==> src/rtl/cache_pkg.sv <==
// Shared types and default widths for the data-cache miss/store sequencer.
package cache_pkg;
  localparam int ADDR_W_DEF = 32;
  localparam int DATA_W_DEF = 32;
  localparam int CNT_W_DEF  = 16;

  typedef enum logic [1:0] {IDLE, RD_WAIT, FILL, WR_WAIT} state_e;
endpackage

==> src/rtl/sat_counter.sv <==
// Saturating up-counter used for performance-debug hit/miss counts.
module sat_counter #(
  parameter int W = 16
) (
  input  logic         clk,
  input  logic         rst_n,
  input  logic         inc,
  output logic [W-1:0] cnt
);
  logic [W-1:0] r_cnt;

  // Holds at all-ones instead of wrapping so a long run never reads as a small count.
  always_ff @(posedge clk or negedge rst_n) begin
    if (!rst_n)                 r_cnt <= '0;
    else if (inc && r_cnt != '1) r_cnt <= r_cnt + 1'b1;
  end

  assign cnt = r_cnt;
endmodule

==> src/rtl/cache_ctrl.sv <==
// Miss/store sequencer between the MEM-stage LSU, a 2-way data cache and data memory.
// Load misses fetch over a req/ack port and refill; stores are write-through.
module cache_ctrl
  import cache_pkg::*;
#(
  parameter int ADDR_W = ADDR_W_DEF,
  parameter int DATA_W = DATA_W_DEF,
  parameter int CNT_W  = CNT_W_DEF
) (
  input  logic              clk,
  input  logic              rst_n,
  input  logic              ld_req,
  input  logic              st_req,
  input  logic [ADDR_W-1:0] addr,
  input  logic [DATA_W-1:0] wdata,
  input  logic              cache_hit,
  output logic              stall,
  output logic              fill_en,
  output logic [ADDR_W-1:0] fill_addr,
  output logic [DATA_W-1:0] fill_data,
  output logic              cache_st_en,
  output logic              mem_req,
  output logic              mem_we,
  output logic [ADDR_W-1:0] mem_addr,
  output logic [DATA_W-1:0] mem_wdata,
  input  logic [DATA_W-1:0] mem_rdata,
  input  logic              mem_ack,
  output logic [CNT_W-1:0]  hit_cnt,
  output logic [CNT_W-1:0]  miss_cnt
);
  state_e            r_state, w_next;
  logic [ADDR_W-1:0] r_addr;
  logic [DATA_W-1:0] r_wdata, r_rdata;
  logic              r_hit;
  logic              w_stall, w_hit_inc, w_miss_inc;

  always_ff @(posedge clk or negedge rst_n) begin
    if (!rst_n) r_state <= IDLE;
    else        r_state <= w_next;
  end

  always_comb begin
    w_next      = r_state;
    w_stall     = 1'b0;
    fill_en     = 1'b0;
    cache_st_en = 1'b0;
    mem_req     = 1'b0;
    mem_we      = 1'b0;
    w_hit_inc   = 1'b0;
    w_miss_inc  = 1'b0;
    case (r_state)
      IDLE: begin
        // A simultaneous load is dropped: the store wins and nothing replays the load.
        if (st_req) begin
          w_stall = 1'b1;
          w_next  = WR_WAIT;
        end else if (ld_req) begin
          if (cache_hit) begin
            w_hit_inc = 1'b1;
          end else begin
            w_stall    = 1'b1;
            w_miss_inc = 1'b1;
            w_next     = RD_WAIT;
          end
        end
      end
      RD_WAIT: begin
        mem_req = 1'b1;
        w_stall = 1'b1;
        if (mem_ack) w_next = FILL;
      end
      FILL: begin
        fill_en = 1'b1;
        w_stall = 1'b1;
        w_next  = IDLE;
      end
      WR_WAIT: begin
        mem_req = 1'b1;
        mem_we  = 1'b1;
        if (mem_ack) begin
          cache_st_en = r_hit;
          w_next      = IDLE;
        end else begin
          w_stall = 1'b1;
        end
      end
      default: w_next = IDLE;
    endcase
  end

  always_ff @(posedge clk or negedge rst_n) begin
    if (!rst_n) begin
      r_addr  <= '0;
      r_wdata <= '0;
      r_rdata <= '0;
      r_hit   <= 1'b0;
    end else begin
      if (r_state == IDLE && st_req) begin
        r_addr  <= addr;
        r_wdata <= wdata;
        r_hit   <= cache_hit;
      end else if (r_state == IDLE && ld_req && !cache_hit) begin
        r_addr <= addr;
      end
      if (r_state == RD_WAIT && mem_ack) r_rdata <= mem_rdata;
    end
  end

  // Stall is combinational on ld_req/cache_hit, so mask it while reset is held.
  assign stall     = w_stall & rst_n;
  assign fill_addr = r_addr;
  assign fill_data = r_rdata;
  assign mem_addr  = r_addr;
  assign mem_wdata = r_wdata;

  sat_counter #(.W(CNT_W)) u_hit_cnt (
    .clk(clk), .rst_n(rst_n), .inc(w_hit_inc), .cnt(hit_cnt)
  );

  sat_counter #(.W(CNT_W)) u_miss_cnt (
    .clk(clk), .rst_n(rst_n), .inc(w_miss_inc), .cnt(miss_cnt)
  );
endmodule

==> config.mk <==
export PLATFORM = sky130hd
export DESIGN_NAME = cache_ctrl
export DESIGN_NICKNAME = d
export VERILOG_FILES = /design/src/rtl/cache_pkg.sv /design/src/rtl/sat_counter.sv /design/src/rtl/cache_ctrl.sv
export SDC_FILE = /design/constraint.sdc
export NUM_CORES = 1
export LEC_CHECK = 0
export CAP_MARGIN = 20
export CORE_ASPECT_RATIO = 0.75
export CORE_MARGIN = 2
export CORE_UTILIZATION = 41
export DETAILED_ROUTE_END_ITERATION = 7
export PLACE_DENSITY = 0.9
export SETUP_SLACK_MARGIN = 0.5
export SYNTH_ARGS = -nofsm -noshare
export SYNTH_HDL_FRONTEND = slang
export SYNTH_SLANG_ARGS = --single-unit
==> constraint.sdc <==
create_clock -name clk -period 2.3 [get_ports clk]
set_clock_uncertainty 0.05 [all_clocks]
set_input_delay 0.69 -clock clk [delete_from_list [all_inputs] [get_ports clk]]
set_output_delay 0.69 -clock clk [all_outputs]
set_load 0.01 [all_outputs]
==> flow_summary.toml, run 1 <==
[placement]
gp_congestion = 0.895
placed_cells = 831
port-buffer-count = 266
hpwl_mm = 11.2
place_ws_ps = -530

[synth]
syn-instance-count = 408
synth_top_area_share_pct = 57.9
synth-seq-area-share_pct = 57.9
synth_edf_count = 0
synth_fa_ha_area_share_pct = 1.77
synth_top_family_by_area = "multiplexers"
synth.most_common_cell = "dfrtp_1"
ys_warn_count = 0
yosys.area.top_type = "dfrtp_1"
synth-simple-area-share_pct = 8.79
synthTopCellsByCount = "dfrtp_1, mux2_2, buf_4"
yosysUniqueCellTypes = 47
syn_area_sq_um = 5670
synth_fp_nets = 518
ys_top_cells_by_area = "dfrtp_1, mux2_2, buf_4"
avgSynthCellArea_sq_um = 13.9
synth-compound-area-share_pct = 1.72
synth-seq-cells = 131
ys_async_sr_fraction_pct = 100
synth_xor_area_share_pct = 3.40
synth_ff_type = "dfrtp_1"
muxShareOfSynthArea_pct = 20.8

[routing]
vias = 4727
viasPerCell = 4.99
wl_per_cell_microns = 19.3
drtAntennaViolNets = 0
drc_errors = 0
wl_mm = 18.3
drt_iter0_drc = 158
drtPass1Iterations = 4

[finish]
seqCellArea_sq_um = 3290
multi_input_area_sq_um = 2500
areaGrowthSynthToFinish_pct = 72.0
finalNetCount = 870
drive_above_1_share_pct = 59.6
fin_util_pct = 71.6
n_antenna_cell = 0
n_fill_cell = 927
finalNonFillerCells = 948

[die]
floorplan.die.width_microns = 140
io_pins = 267
die_area_sq_um = 14800
num_rows = 37
die_y_microns = 106
design.core.area_sq_um = 13600
initial_core_util_pct = 41.6

[cts]
tritoncts = "done"
insertion_delay_ps = 410
clk_path_buf_depth = 2
clk_pin_slew_ps = 60
numCtsBuffers = 17
htree_levels = 4
cts_sinks = 131
ctsHoldBuffers = 0
cts-root-buf = "clkbuf_16"

[timing]
max_slew.worst_pin.slew_ps = 753
finalCritPeriodShare_pct = 102
rsz0062_at_grt = "true"
fmax_ghz = 0.427
holdWs_ps = 326
maxSlewViolCount = 0
setup_viol = 1
worst_slack_ps = -40.2
hold_viol = 0
relSlewSlack_pct = 49.8
fin_crit_ps = 2340

[run_status]
violations = "negative setup slack"
status = "finished with violations"

[global_routing]
grt_antenna_before_repair = 0
grt_max_degree = 132
grt_pass1_vias = 5116
grt_pass1_wl_mm = 27.7
grt.overflow.total = 0
grt_usage_pct = 24.2

[worst_setup_path]
r2r_start = "r_state[0]"
rr_worst_depth = 9
cp-start-kind = "register"
rrSetupSlack_ps = 60
crit_arrival_ps = 1600
r2r_end = "u_miss_cnt.cnt[10]"
critPathKind = "register to primary output"
path_max_fanout = 3
critPathRequiredTime_ps = 1560
cp-end-kind = "primary output"

[run]
maxCapViolations = 0

[power_and_ir_drop]
ir_worst_vdd_mv = 1.00
p_per_area_nw_per_um2 = 1280
power_leakage_nw = 4.70

[worst_hold_path]
hold_path_class = "input pin to asynchronous set/reset pin"
cell families after synthesis:
group	after synthesis
and+or+nand+nor	79
xor gates and xnor gates	22
DFF	131
buffers and inverters	49
adders and majority gates	8
muxes	105
AOI/OAI and AO/OA	14
power breakdown:
| part | internal, mW | leakage (nW) | switching, mW | total, mW |
|---|---|---|---|---|
| sequential | 3.27 | 1.59 | 0.642 | 3.91 |
| combinational | 3.28 | 2.79 | 2.41 | 5.69 |
| clock | 1.90 | 0.316 | 1.01 | 2.91 |
area by class of cell:
class | count | share of cell area [%]
Timing Repair Buffer | 378 | 31.6
Inverter | 4 | 0.154
Sequential cell | 131 | 33.8
Multi-Input combinational cell | 228 | 25.6
Clock buffer | 20 | 4.79
Tap cell | 175 | 2.25
Clock inverter | 12 | 1.82
layer usage:
| layer | GRT usage [%] | part of all wire (%) | vias up |
|---|---|---|---|
| met2 | 42.4 | 52 | 217 |
| met5 | 0 | 0 | - |
| li1 | - | - | 2111 |
| met1 | 27.0 | 38 | 2357 |
| met3 | 8.68 | 6.8 | 42 |
| met4 | 9.64 | 2.4 | 0 |
worst max path at each step:
stage,startpoint,to,slack [ps],cells past startpoint
6_report,r_state[0],stall,-40,5
5_1_grt,r_state[0],stall,-90,5
4_1_cts,r_state[0],stall,-20,5
3_5_place_dp,ld_req,stall,-530,5
3_3_place_gp,ld_req,stall,-500,5
2_1_floorplan,cache_hit,u_miss_cnt.cnt[14],320,5
worst max-delay path, cell delays in order, from the launching register on:
cell and delay [ps]:
dfrtp_1 420, inv_2 120, ha_4 210, o31ai_4 230, a21oi_2 50, buf_2 150
per-stage QoR:
| step | power [mW] | instance area [sq um] | setup TNS (ps) |
|---|---|---|---|
| 6_report | 12.5 | 9740 | -40.2 |
| 5_1_grt | 13.1 | 9740 | -155 |
| 4_1_cts | 12.6 | 9980 | -24.9 |
| 3_5_place_dp | 9.31 | 8580 | -10070 |
| 3_3_place_gp | 9.14 | 8580 | -6970 |
| 2_1_floorplan | 6.44 | 5790 | 0 |
placed cells by master, fill, tap and decap left out, types with 4 or more instances in the layout:
cell	count
dfrtp_1	121
clkdlybuf4s50_1	96
clkbuf_2	85
buf_4	76
mux2_2	68
buf_2	55
buf_6	39
mux2_4	32
clkbuf_16	18
clkdlybuf4s15_1	13
nand3_1	12
xor2_1	11
xnor2_1	10
dfrtp_2	10
nor2_1	9
nand2_1	8
nand4_1	7
nor3_2	7
buf_12	5
nor4_4	4
mux2_1	4
ha_4	4
ha_2	4
bufinv_16	4
buf_8	4
flip-flops by register name, summed over array words and instances (netlist names):
signal	cells
fill_addr	32
fill_data	32
mem_wdata	32
u_hit_cnt.cnt	16
u_miss_cnt.cnt	16
r_state	2
r_hit	1
repair_timing:
item	4_1_cts	5_1_grt
pin swaps	4	10
endpoints found under the hold margin	0	0
gates resized for setup	553	137
buffers inserted	58	23
setup endpoints to repair	261	218
gates cloned	3	1
Note: power is estimated with default switching activity, not from simulation.
==> run 2: changes to the inputs <==
--- a/config.mk
+++ b/config.mk
@@ -7,7 +7,7 @@
 export LEC_CHECK = 0
 export CAP_MARGIN = 20
 export CORE_ASPECT_RATIO = 0.75
-export CORE_MARGIN = 2
+export CORE_MARGIN = 1.5
 export CORE_UTILIZATION = 41
 export DETAILED_ROUTE_END_ITERATION = 7
 export PLACE_DENSITY = 0.9
==> run 2 against run 1 <==
The run still ends with negative setup slack left; routed wire length up 4.7%; fmax is 1.3% higher; register-to-register slack better by 100 ps; sequential cell count unchanged; first-iteration DRC count decreased by 7.6%; non-clock buffer count increased by 7; largest power group unchanged.
==> flow_summary.toml, run 2 (synthesis results as in run 1) <==
[worst_setup_path]
critPathKind = "register to primary output"
slowest_delay_ps = 460
crit_path_top_delay_cell = "dfrtp_2"
crit_path_cell_trace = "ha_4, nor2b_4, o31ai_4, a21oi_2, buf_2"
crit_arrival_ps = 1570
critPathRequiredTime_ps = 1560
crit_family = "flip-flops"
r2r_end = "u_miss_cnt.cnt[15]"
rrSetupSlack_ps = 160
path_buf_inv = 1
rr_worst_depth = 5
cp-start-kind = "register"
path_max_fanout = 4
r2r_start = "u_miss_cnt.cnt[2]"
cp-end-kind = "primary output"

[cts]
htree_levels = 4
cts_sinks = 131
cts-root-buf = "clkbuf_16"
tritoncts = "done"
clk_path_buf_depth = 2
insertion_delay_ps = 410
clk_pin_slew_ps = 60
numCtsBuffers = 17
ctsHoldBuffers = 0

[timing]
relSlewSlack_pct = 51.9
finalCritPeriodShare_pct = 100
fin_crit_ps = 2310
setup_viol = 1
tns_ps = -9.73
max_slew.worst_pin.slew_ps = 721
worst_slack_ps = -9.73
hold_viol = 0
maxSlewViolCount = 0
holdWs_ps = 328
rsz0062_at_grt = "true"
fmax_ghz = 0.433

[finish]
finalNetCount = 877
n_fill_cell = 828
drive_above_1_share_pct = 61.0
fin_util_pct = 75.1
seqCellArea_sq_um = 3290
final_common_cell = "dfrtp_1"
layout_common_cells = "dfrtp_1, clkdlybuf4s50_1, mux2_2"
areaGrowthSynthToFinish_pct = 75.5
multi_input_area_sq_um = 2600
finalNonFillerCells = 952

[power_and_ir_drop]
p_switching_mw = 4.23
p_per_area_nw_per_um2 = 1270
pwr-share-clk_pct = 22.3
internal-power_mw = 8.39
ir_worst_vdd_mv = 1.16
power_leakage_nw = 4.77
p_seq_share_pct = 31.3
p_comb_share_pct = 46.5
swShare_pct = 33.5

[die]
num_rows = 36
die_area_sq_um = 14500
floorplan.die.width_microns = 139
die_y_microns = 105
design.core.area_sq_um = 13200
io_pins = 267
initial_core_util_pct = 42.8

[routing]
vias = 4795
wl_per_cell_microns = 20.1
drc_errors = 0
drtAntennaViolNets = 0
drt_iter0_drc = 146
wl_mm = 19.1
viasPerCell = 5.04
drtPass1Iterations = 4

[global_routing]
grt_usage_pct = 24.4
grt_antenna_before_repair = 1
grt_max_degree = 132
grt_pass1_wl_mm = 27.3
grt.overflow.total = 0
grt_pass1_vias = 5062

[worst_hold_path]
hold_path_class = "input pin to asynchronous set/reset pin"

[placement]
port-buffer-count = 266
gp_congestion = 0.862
hpwl_mm = 11.3
placed_cells = 827

[run]
maxCapViolations = 0

[run_status]
status = "finished with violations"
violations = "negative setup slack"
-- run 2: how the worst max path moves through the flow --
stage | from | endpoint | depth (start not counted)
2_1_floorplan | cache_hit | u_miss_cnt.cnt[14] | 5
3_3_place_gp | ld_req | stall | 5
3_5_place_dp | ld_req | stall | 5
4_1_cts | r_state[0] | stall | 5
5_1_grt | r_state[0] | stall | 5
6_report | r_state[0] | stall | 5
-- run 2: cell type report --
class	count	share of cell area (%)
inverters	4	0.201
well taps	171	2.15
clock inverters	14	1.79
clock buffers	18	4.42
multi-input cells	228	26.2
repair buffers	385	32.2
diodes	1	0.0252
flip-flops and latches	131	33.1
-- run 2: layer usage --
layer	track usage, %	wire (microns)	up-vias
li1	-	-	2126
met1	26.0	7010	2399
met3	7.84	1220	48
met5	0	0	-
met4	8.33	592	0
met2	45.4	10300	222
-- run 2: power by group through the flow --
stage	Combinational, mW	Clock, mW	Sequential [mW]
floorplan	2.15	0	4.29
global placement	5.26	0	3.88
detailed placement	5.38	0	3.98
CTS	5.64	2.87	3.89
global route	6.16	2.97	4.06
finish	5.87	2.81	3.95
-- run 2: worst register-to-register path: cells and delay by family, from the launching register on --
kind	cells	cell delay [ps]
and+or+nand+nor	3	1100
DFF	1	390
muxes	1	320
buffers and inverters	1	180
-- run 2: repair_timing --
item                                    CTS  global route
endpoints found under the setup margin  258           168
resized for setup                       567           175
pin swaps                                 5            36
gates cloned                              0             3
setup buffers                            66            23
-- run 2: stage by stage --
step / power [mW] / instance area (sq um) / setup slack [ps]
after detailed placement: 9.36 / 8580 / -510
final: 12.6 / 9940 / -9.73
after global routing: 13.2 / 9940 / -75.3
after global placement: 9.14 / 8580 / -507
after floorplan: 6.44 / 5790 / 317
after CTS: 12.4 / 9790 / -33.1
